`src/rtl/lsu_pkg.sv`:
```
// lsu_pkg: shared encodings, FSM states and defaults for the load/store unit
package lsu_pkg;
    localparam int DM_WORDS_DEFAULT = 1000;

    typedef enum logic [2:0] {
        F3_B  = 3'b000,
        F3_H  = 3'b001,
        F3_W  = 3'b010,
        F3_BU = 3'b100,
        F3_HU = 3'b101
    } funct3_e;

    typedef enum logic [1:0] {IDLE, EXEC, MERGE, RESP} lsu_state_t;

    function automatic logic f3_legal(input logic ld, input logic [2:0] f);
        return ld ? (f inside {F3_B, F3_H, F3_W, F3_BU, F3_HU}) : (f inside {F3_B, F3_H, F3_W});
    endfunction
endpackage

```
`src/rtl/lsu_lane.sv`:
```
// lsu_lane: byte/halfword lane extraction with extension, and lane merge for sub-word stores
module lsu_lane (
    input  logic [31:0] rdata_i,
    input  logic [31:0] wdata_i,
    input  logic [1:0]  lane_i,
    input  logic [2:0]  funct3_i,
    output logic [31:0] ext_o,
    output logic [31:0] merged_o
);
    logic [7:0]  b;
    logic [15:0] h;

    always_comb begin
        b = rdata_i[{lane_i, 3'b000} +: 8];
        h = rdata_i[{lane_i[1], 4'b0000} +: 16];
        ext_o = funct3_i[1:0] == 2'b00 ? {{24{b[7] & ~funct3_i[2]}}, b}
              : funct3_i[1:0] == 2'b01 ? {{16{h[15] & ~funct3_i[2]}}, h} : rdata_i;
        merged_o = rdata_i;
        if (funct3_i[1:0] == 2'b00) merged_o[{lane_i, 3'b000} +: 8] = wdata_i[7:0];
        else if (funct3_i[1:0] == 2'b01) merged_o[{lane_i[1], 4'b0000} +: 16] = wdata_i[15:0];
        else merged_o = wdata_i;
    end
endmodule

```
`src/rtl/load_store_unit.sv`:
```
// load_store_unit: single-outstanding RV32I load/store engine in front of a word-wide data memory;
// sub-word stores are done as read-modify-write.
module load_store_unit
    import lsu_pkg::*;
#(
    parameter int DM_WORDS = DM_WORDS_DEFAULT
) (
    input  logic        clk,
    input  logic        rst,
    input  logic        req_valid,
    output logic        req_ready,
    input  logic        is_load,
    input  logic        is_store,
    input  logic [2:0]  funct3,
    input  logic [31:0] addr,
    input  logic [31:0] store_data,
    output logic        resp_valid,
    output logic [31:0] load_data,
    output logic        err,
    output logic        dm_en,
    output logic [31:0] dm_addr,
    output logic [31:0] dm_wdata,
    input  logic [31:0] dm_rdata
);
    lsu_state_t  state_q, state_d;
    logic        store_q, err_q;
    logic [2:0]  f3_q;
    logic [31:0] addr_q, sdata_q, word_q, load_q;
    logic [31:0] ext, merged;
    logic        accept, legal, misaligned, in_range;

    assign misaligned = (funct3[1:0] == 2'b01 && addr[0]) || (funct3[1:0] == 2'b10 && addr[1:0] != 2'b00);
    assign in_range   = {2'b00, addr[31:2]} < $unsigned(DM_WORDS);
    assign legal      = (is_load ^ is_store) && f3_legal(is_load, funct3) && !misaligned && in_range;
    assign accept     = req_valid && req_ready;

    lsu_lane u_lane (
        .rdata_i  (state_q == MERGE ? word_q : dm_rdata),
        .wdata_i  (sdata_q),
        .lane_i   (addr_q[1:0]),
        .funct3_i (f3_q),
        .ext_o    (ext),
        .merged_o (merged)
    );

    always_ff @(posedge clk) begin
        if (rst) state_q <= IDLE;
        else     state_q <= state_d;
    end

    always_comb begin
        state_d = state_q;
        unique case (state_q)
            IDLE:    if (accept) state_d = legal ? EXEC : RESP;
            EXEC:    state_d = (store_q && f3_q[1:0] != 2'b10) ? MERGE : RESP;
            MERGE:   state_d = RESP;
            default: state_d = IDLE;
        endcase
    end

    // Reset gates every output so an in-flight write is aborted in the reset cycle itself.
    always_comb begin
        req_ready  = !rst && state_q == IDLE;
        resp_valid = !rst && state_q == RESP;
        err        = resp_valid && err_q;
        load_data  = resp_valid ? load_q : '0;
        dm_addr    = (!rst && state_q != IDLE) ? {addr_q[31:2], 2'b00} : '0;
        dm_en      = !rst && store_q && (state_q == MERGE || (state_q == EXEC && f3_q[1:0] == 2'b10));
        dm_wdata   = !dm_en ? '0 : state_q == MERGE ? merged : sdata_q;
    end

    always_ff @(posedge clk) begin
        if (rst) begin
            store_q <= 1'b0;
            err_q   <= 1'b0;
            f3_q    <= '0;
            addr_q  <= '0;
            sdata_q <= '0;
            word_q  <= '0;
            load_q  <= '0;
        end else begin
            if (accept) begin
                store_q <= is_store;
                err_q   <= !legal;
                f3_q    <= funct3;
                addr_q  <= addr;
                sdata_q <= store_data;
                load_q  <= '0;
            end
            if (state_q == EXEC) word_q <= dm_rdata;
            if (state_q == EXEC && !store_q) load_q <= ext;
        end
    end
endmodule

```
`config.mk`:
```
export PLATFORM = sky130hd
export DESIGN_NAME = load_store_unit
export DESIGN_NICKNAME = d
export VERILOG_FILES = /design/src/rtl/lsu_pkg.sv /design/src/rtl/lsu_lane.sv /design/src/rtl/load_store_unit.sv
export SDC_FILE = /design/constraint.sdc
export NUM_CORES = 1
export LEC_CHECK = 0
export CAP_MARGIN = 20
export CORE_MARGIN = 2
export CORE_UTILIZATION = 35
export CTS_CLUSTER_DIAMETER = 80
export DETAILED_ROUTE_END_ITERATION = 7
export PLACE_DENSITY = 0.7
export SETUP_SLACK_MARGIN = 0.3
export SYNTH_ARGS = -nofsm -noshare
export SYNTH_HDL_FRONTEND = slang
export SYNTH_SLANG_ARGS = --single-unit
```
`constraint.sdc`:
```
create_clock -name clk -period 3.54 [get_ports clk]
set_input_delay 0.885 -clock clk [delete_from_list [all_inputs] [get_ports clk]]
set_output_delay 0.885 -clock clk [all_outputs]
set_load 0.02 [all_outputs]
```
== Word level (Yosys, flattened, before mapping) ==
Cells that the tools add are included.

* Magnitude comparators: 1
* Div/mod/pow operators: 0
* $mul: 0
* Reductions and logical operators: 29
* Shift-type cells: 6
* Add/subtract/negate cells: 2
* Equality and inequality tests: 13
* Muxes and demuxes: 18
* Bitwise logic cells: 4

{| class="wikitable"
|+ Operators by type and width
! cell !! count
|-
| $mux 32 || 11
|-
| $bwmux 32 || 2
|-
| $shift 16x7->32 const A || 1
|-
| $shift 8x7->32 const A || 1
|-
| $shiftx 16x7->32 || 1
|-
| $shiftx 32x6->16 || 1
|-
| $shiftx 32x6->8 || 1
|-
| $shiftx 8x7->32 || 1
|-
| $lt 30x10->1 const B || 1
|-
| $logic_and 1x1->1 || 15
|-
| $neg 5->7 || 2
|-
| $eq 2x2->1 const B || 4
|-
| $eq 2x1->1 const B || 3
|-
| $eq 3x3->1 const B || 2
|-
| $pmux 2 s3 || 1
|-
| $reduce_bool 2->1 || 3
|-
| $reduce_bool 5->1 || 1
|-
| $logic_not 1->1 || 4
|-
| $logic_not 2->1 || 2
|-
| $mux 2 || 2
|-
| $ne 2x2->1 const B || 2
|-
| $eq 3x1->1 const B || 1
|-
| $eq 3x2->1 const B || 1
|-
| $logic_not 3->1 || 1
|-
| 6 further kinds || 9
|}

* Register bits after elaboration: 135
* Bits in latches: 0
* Bits in read-only memories: 0
* Output and inout bits: 100
* RAM bits: 0
* Input port bits: 104
* Word-level logic and storage cells: 81
* Memories: 0

== Logic depth before layout (Yosys ltp) ==
* Word-level depth: 9
* Gate-level depth with buffers: 10
* Gate-level depth less buffers: 7

== Modules after synthesis ==
From an unflattened synthesis, not the netlist that was laid out.

* Cells, all modules: 1044
* Area, all modules: 8353.0 um^2

{| class="wikitable"
|+ By module, submodules not included
! module !! area an instance (um^2) !! seq. area each (um^2) !! times used !! cells each
|-
| load_store_unit || 6389.9 || 2702.6 || 1 || 765
|-
| lsu_lane || 1963.1 || 0.0 || 1 || 279
|}

== Least setup slack after synthesis ==
No wires, ideal clock.

* Path kind: register -> output
* Start: reg addr_q[1]
* End: out dm_wdata[0]
* Arrival: 2.337 ns
* Setup slack: 0.318 ns
* Cell stages (with the launch flop): 8
* Required time: 2.655 ns
* Buffers on the path: 1
* Path through: dfxtp_1 > buf_2 > clkinv_1 > ha_1 > or3_1 > o211ai_1 > a22oi_1 > nor2_1

* Longest elaborated chain between the ends: 7
* Elaborated cells on any way between the ends: 12
* Those cells by class: add/sub (2); shift (4); mux (6)

{| class="wikitable"
|+ RTL lines
! element !! RTL line !! source
|-
| start, declared || load_store_unit.sv:28 || <nowiki>logic [31:0] addr_q, sdata_q, word_q, load_q;</nowiki>
|-
| start signal, assigned || load_store_unit.sv:86 || <nowiki>addr_q <= addr;</nowiki>
|-
| $neg 5->7 || lsu_lane.sv:20 || <nowiki>else if (funct3_i[1:0] == 2'b01) merged_o[{lane_i[1], 4'b0000} +: 16] = wdata_i[15:0];</nowiki>
|-
| $shiftx 16x7->32 / $shift 16x7->32 (equally long branches) || lsu_lane.sv:20 ||
|-
| $bwmux 32 || lsu_lane.sv:20 ||
|-
| $mux 32 || lsu_lane.sv:20 ||
|-
| $mux 32 * || lsu_lane.sv:19 || <nowiki>if (funct3_i[1:0] == 2'b00) merged_o[{lane_i, 3'b000} +: 8] = wdata_i[7:0];</nowiki>
|-
| $mux 32 * (2 in a row) || load_store_unit.sv:69 || <nowiki>dm_wdata = !dm_en ? '0 : state_q == MERGE ? merged : sdata_q;</nowiki>
|-
| end, declared || load_store_unit.sv:22 || <nowiki>output logic [31:0] dm_wdata,</nowiki>
|}

Mark *: on every way between the ends. The rest lies on a longest branch, timed or not.

== Final worst setup path ==
* Start: in dm_rdata[18]
* End: out dm_wdata[18]

* Longest elaborated chain between the ends: 6
* Elaborated cells on any way between the ends: 7
* Those cells by class: mux (7)

{| class="wikitable"
|+ RTL lines
! element !! RTL line !! source
|-
| start, declared || load_store_unit.sv:23 || <nowiki>input logic [31:0] dm_rdata</nowiki>
|-
| $mux 32 * || load_store_unit.sv:38 || <nowiki>.rdata_i (state_q == MERGE ? word_q : dm_rdata),</nowiki>
|-
| $bwmux 32 || lsu_lane.sv:20 ||
|-
| $mux 32 || lsu_lane.sv:20 ||
|-
| $mux 32 * || lsu_lane.sv:19 ||
|-
| $mux 32 * (2 in a row) || load_store_unit.sv:69 ||
|}

Marked as above.

==> run metrics <==
final wirelength=26600 um; yosys warns=0; GPL Wtd Cong=0.921; IO Port Bufs=201; final net count=1288; Die Area=0.0225 mm2; filler instances=2056; Seq/Total Area, Yosys=0.363; synthesis-stage register bit count=135; FF-to-FF Start=state_q[1]$_SDFFE_PP0P_; Ant. Diodes=0; Comb pwr share=0.422; share of layout cells above drive strength 1=0.158; Slew Limit Fails=0; core area=0.0210 mm2; Congestion Overflow GR=0; total power=6.86 mW; Util after Layout=0.523; final hold slack=439 ps; Sw Pwr=2.58 mW; Setup Total Neg Slack=0 ps; Initial Util=0.356; max frequency=314 MHz; sw frac=0.376; Worst setup EP type=primary output; status=finished, final reports clean; Total GRT Usage=0.233; Placement Cell Area=0.0100 mm2; Seq pwr share=0.318; ys flop type=dfxtp_1; RSZ-0062 raised after global routing=true; Internal=4.28 mW; WS Path Type=input port to primary output; Clock Tree Buf Depth=2; clk slew on worst S/H paths=60 ps; Post-Place Cells=1412; CP Data Arrival Time=2300 ps; Tcrit/Tclk final=0.900; adder-cell share of the synthesized area=0.0151; Slew HR=0.408; FFs w/ async S/R, synth=0; Routed Antenna Nets=0; synthesized cell area=0.00745 mm2; Setup-failing EPs final=0; Post-synth EDFFs=0; CTS sink cnt=135; hold_buf cts=0; actual slew at the worst max-slew pin=881 ps; crit path time final=3190 ps; Post-route DRC=0; VDD IR max=0.000399 V; slowest stage delay, CP=540 ps; Worst Skew=7.73 ps; FF-to-FF setup slack=960 ps; CTS tree=built; site row count=53; Final Non-Filler Cells=1462; 1st-pass router iterations=5; initial antenna violation count=1; design area=0.0110 mm2; Syn Inst Count=953; Setup crit start=dm_rdata[18]; Leak Pwr=4.77 nW; CP Capture Point=dm_wdata[18]; Die W=150 um; post-synthesis xor/xnor area fraction=0; Boundary Pins=204; HPWL Detailed=19400 um; Iter 0 DRT Violations=682; clock tree root driver cell=clkbuf_16; largest net degree at the start of global routing=136; first-pass GRT wire length=40300 um; Die Height=150 um; routed via count=7780; area grow syn2layout=47.1%; reg2reg end=load_q[4]$_SDFFE_PP0P_; vias in the first global route=7189; number of buffers created by CTS=17; most common cell after layout, fill and taps aside=nand2_1; Simple-Gate Fraction of Synth Area=0.254; crit-path cells=clkdlybuf4s50_1 -> mux2i_2 -> a21oi_1 -> nand2_1 -> a21oi_2 -> clkdlybuf4s15_2; post-place setup slack=-190 ps; Mapped Avg Cell Area=7.82 um2; pwr dens=626 mW/mm2; final worst setup slack=354 ps; post-synthesis mux area share=0.108; hold crit path type=flip-flop to flip-flop; CP Launch Type=input port; H-tree depth=4; Final Hold Fails=0; part of the power in the clock network=0.259; Distinct cells, synth=49; number of max-cap violations=0; worst reg-to-reg path cell count=8; Synth Area in Compound Gates=0.205; Routed WL per cell=18.2 um; Worst-Skew Late Latency=420 ps; Required @ worst endpoint=2650 ps; Max stage delay cell, worst path=clkdlybuf4s50_1; detailed-route vias per instance=5.32; Crit Path Max Fanout=4; largest family of logic cells by synthesized area=simple AND/OR/NAND/NOR gates; commonest cells after routing, fill and taps aside=156 x nand2_1, 130 x dfxtp_1, 116 x o21ai_0
==> cell usage after synthesis (5+ instances only) <==
cell type,n,share of area
nor3_1,5,0.0034
and2_1,64,0.054
a221oi_1,8,0.0094
clkbuf_1,58,0.029
o31ai_1,13,0.013
dfxtp_1,135,0.36
buf_1,5,0.0025
a22oi_1,12,0.012
mux4_2,7,0.021
o21ai_1,11,0.0074
o21ai_0,117,0.079
buf_4,5,0.0050
mux2i_1,65,0.087
inv_1,19,0.0096
ha_1,9,0.015
nor2_1,56,0.028
nor4_1,5,0.0042
a211oi_1,7,0.0070
a32oi_1,14,0.016
nand3_1,20,0.013
nor2b_1,10,0.0084
a21oi_1,28,0.019
buf_2,6,0.0040
nand2b_1,60,0.050
o211ai_1,13,0.013
nand2_1,156,0.079
o2bb2ai_1,7,0.0082
==> power by group through the flow <==
stage | combinational [mW] | sequential [mW] | clock, mW
floorplan | 1.67 | 2.08 | 0
global placement | 2.57 | 2.17 | 0
detailed placement | 2.60 | 2.18 | 0
CTS | 2.67 | 2.16 | 1.80
global route | 3.12 | 2.22 | 1.88
finish | 2.90 | 2.19 | 1.78
==> sequential cells by signal, indices dropped and copies added (netlist names) <==
name / cells
load_q: 32
store_q: 1
addr_q: 32
f3_q: 3
word_q: 32
err_q: 1
state_q: 2
sdata_q: 32
==> worst min-delay path by stage <==
stage	start	slack, ps	end	depth (start not counted)
finish	load_q[28]$_SDFFE_PP0P_	440	load_q[28]$_SDFFE_PP0P_	2
floorplan	load_q[16]$_SDFFE_PP0P_	420	load_q[16]$_SDFFE_PP0P_	2
global route	load_q[21]$_SDFFE_PP0P_	460	load_q[21]$_SDFFE_PP0P_	2
global placement	load_q[27]$_SDFFE_PP0P_	430	load_q[27]$_SDFFE_PP0P_	2
CTS	load_q[27]$_SDFFE_PP0P_	440	load_q[27]$_SDFFE_PP0P_	2
detailed placement	load_q[27]$_SDFFE_PP0P_	430	load_q[27]$_SDFFE_PP0P_	2
==> logic make-up after synthesis <==
family,Yosys count
and+or+nand+nor,390
AOI/OAI and AO/OA,249
DFF,135
buffers and inverters,97
muxes,72
adders and majority gates,9
other,1
==> critical path: cells and delay by family <==
| kind | cells | cell delay (ps) |
|---|---|---|
| buffers and inverters | 2 | 820 |
| AO/OA/AOI/OAI | 2 | 350 |
| multiplexers | 1 | 150 |
| AND/OR/NAND/NOR | 1 | 80 |
==> layer usage <==
metal,track usage,vias to the layer above,part of all wire
met4,0.0948,2,0.033
met2,0.355,333,0.45
met1,0.322,3625,0.45
met5,0,-,0.00041
met3,0.0473,57,0.071
li1,-,3763,-
==> layout make-up <==
cell class                 instances  area (um2)  area share
timing repair buffer             278        2630       0.240
sequential                       135        2710       0.247
tap                              275         344      0.0314
clock buffer                      20         467      0.0426
inverter                          21        83.8     0.00765
clock inverter                    11         124      0.0113
multi-input combinational        722        4610       0.420
==> repair_timing <==
item | in CTS | in global routing
hold endpoints to repair | 0 | 0
setup endpoints to repair | 95 | 59
setup buffers | 3 | 15
gates cloned | 0 | 0
pin swaps | 5 | 9
resized for setup | 172 | 83
Power figures use the tool's default switching activity.
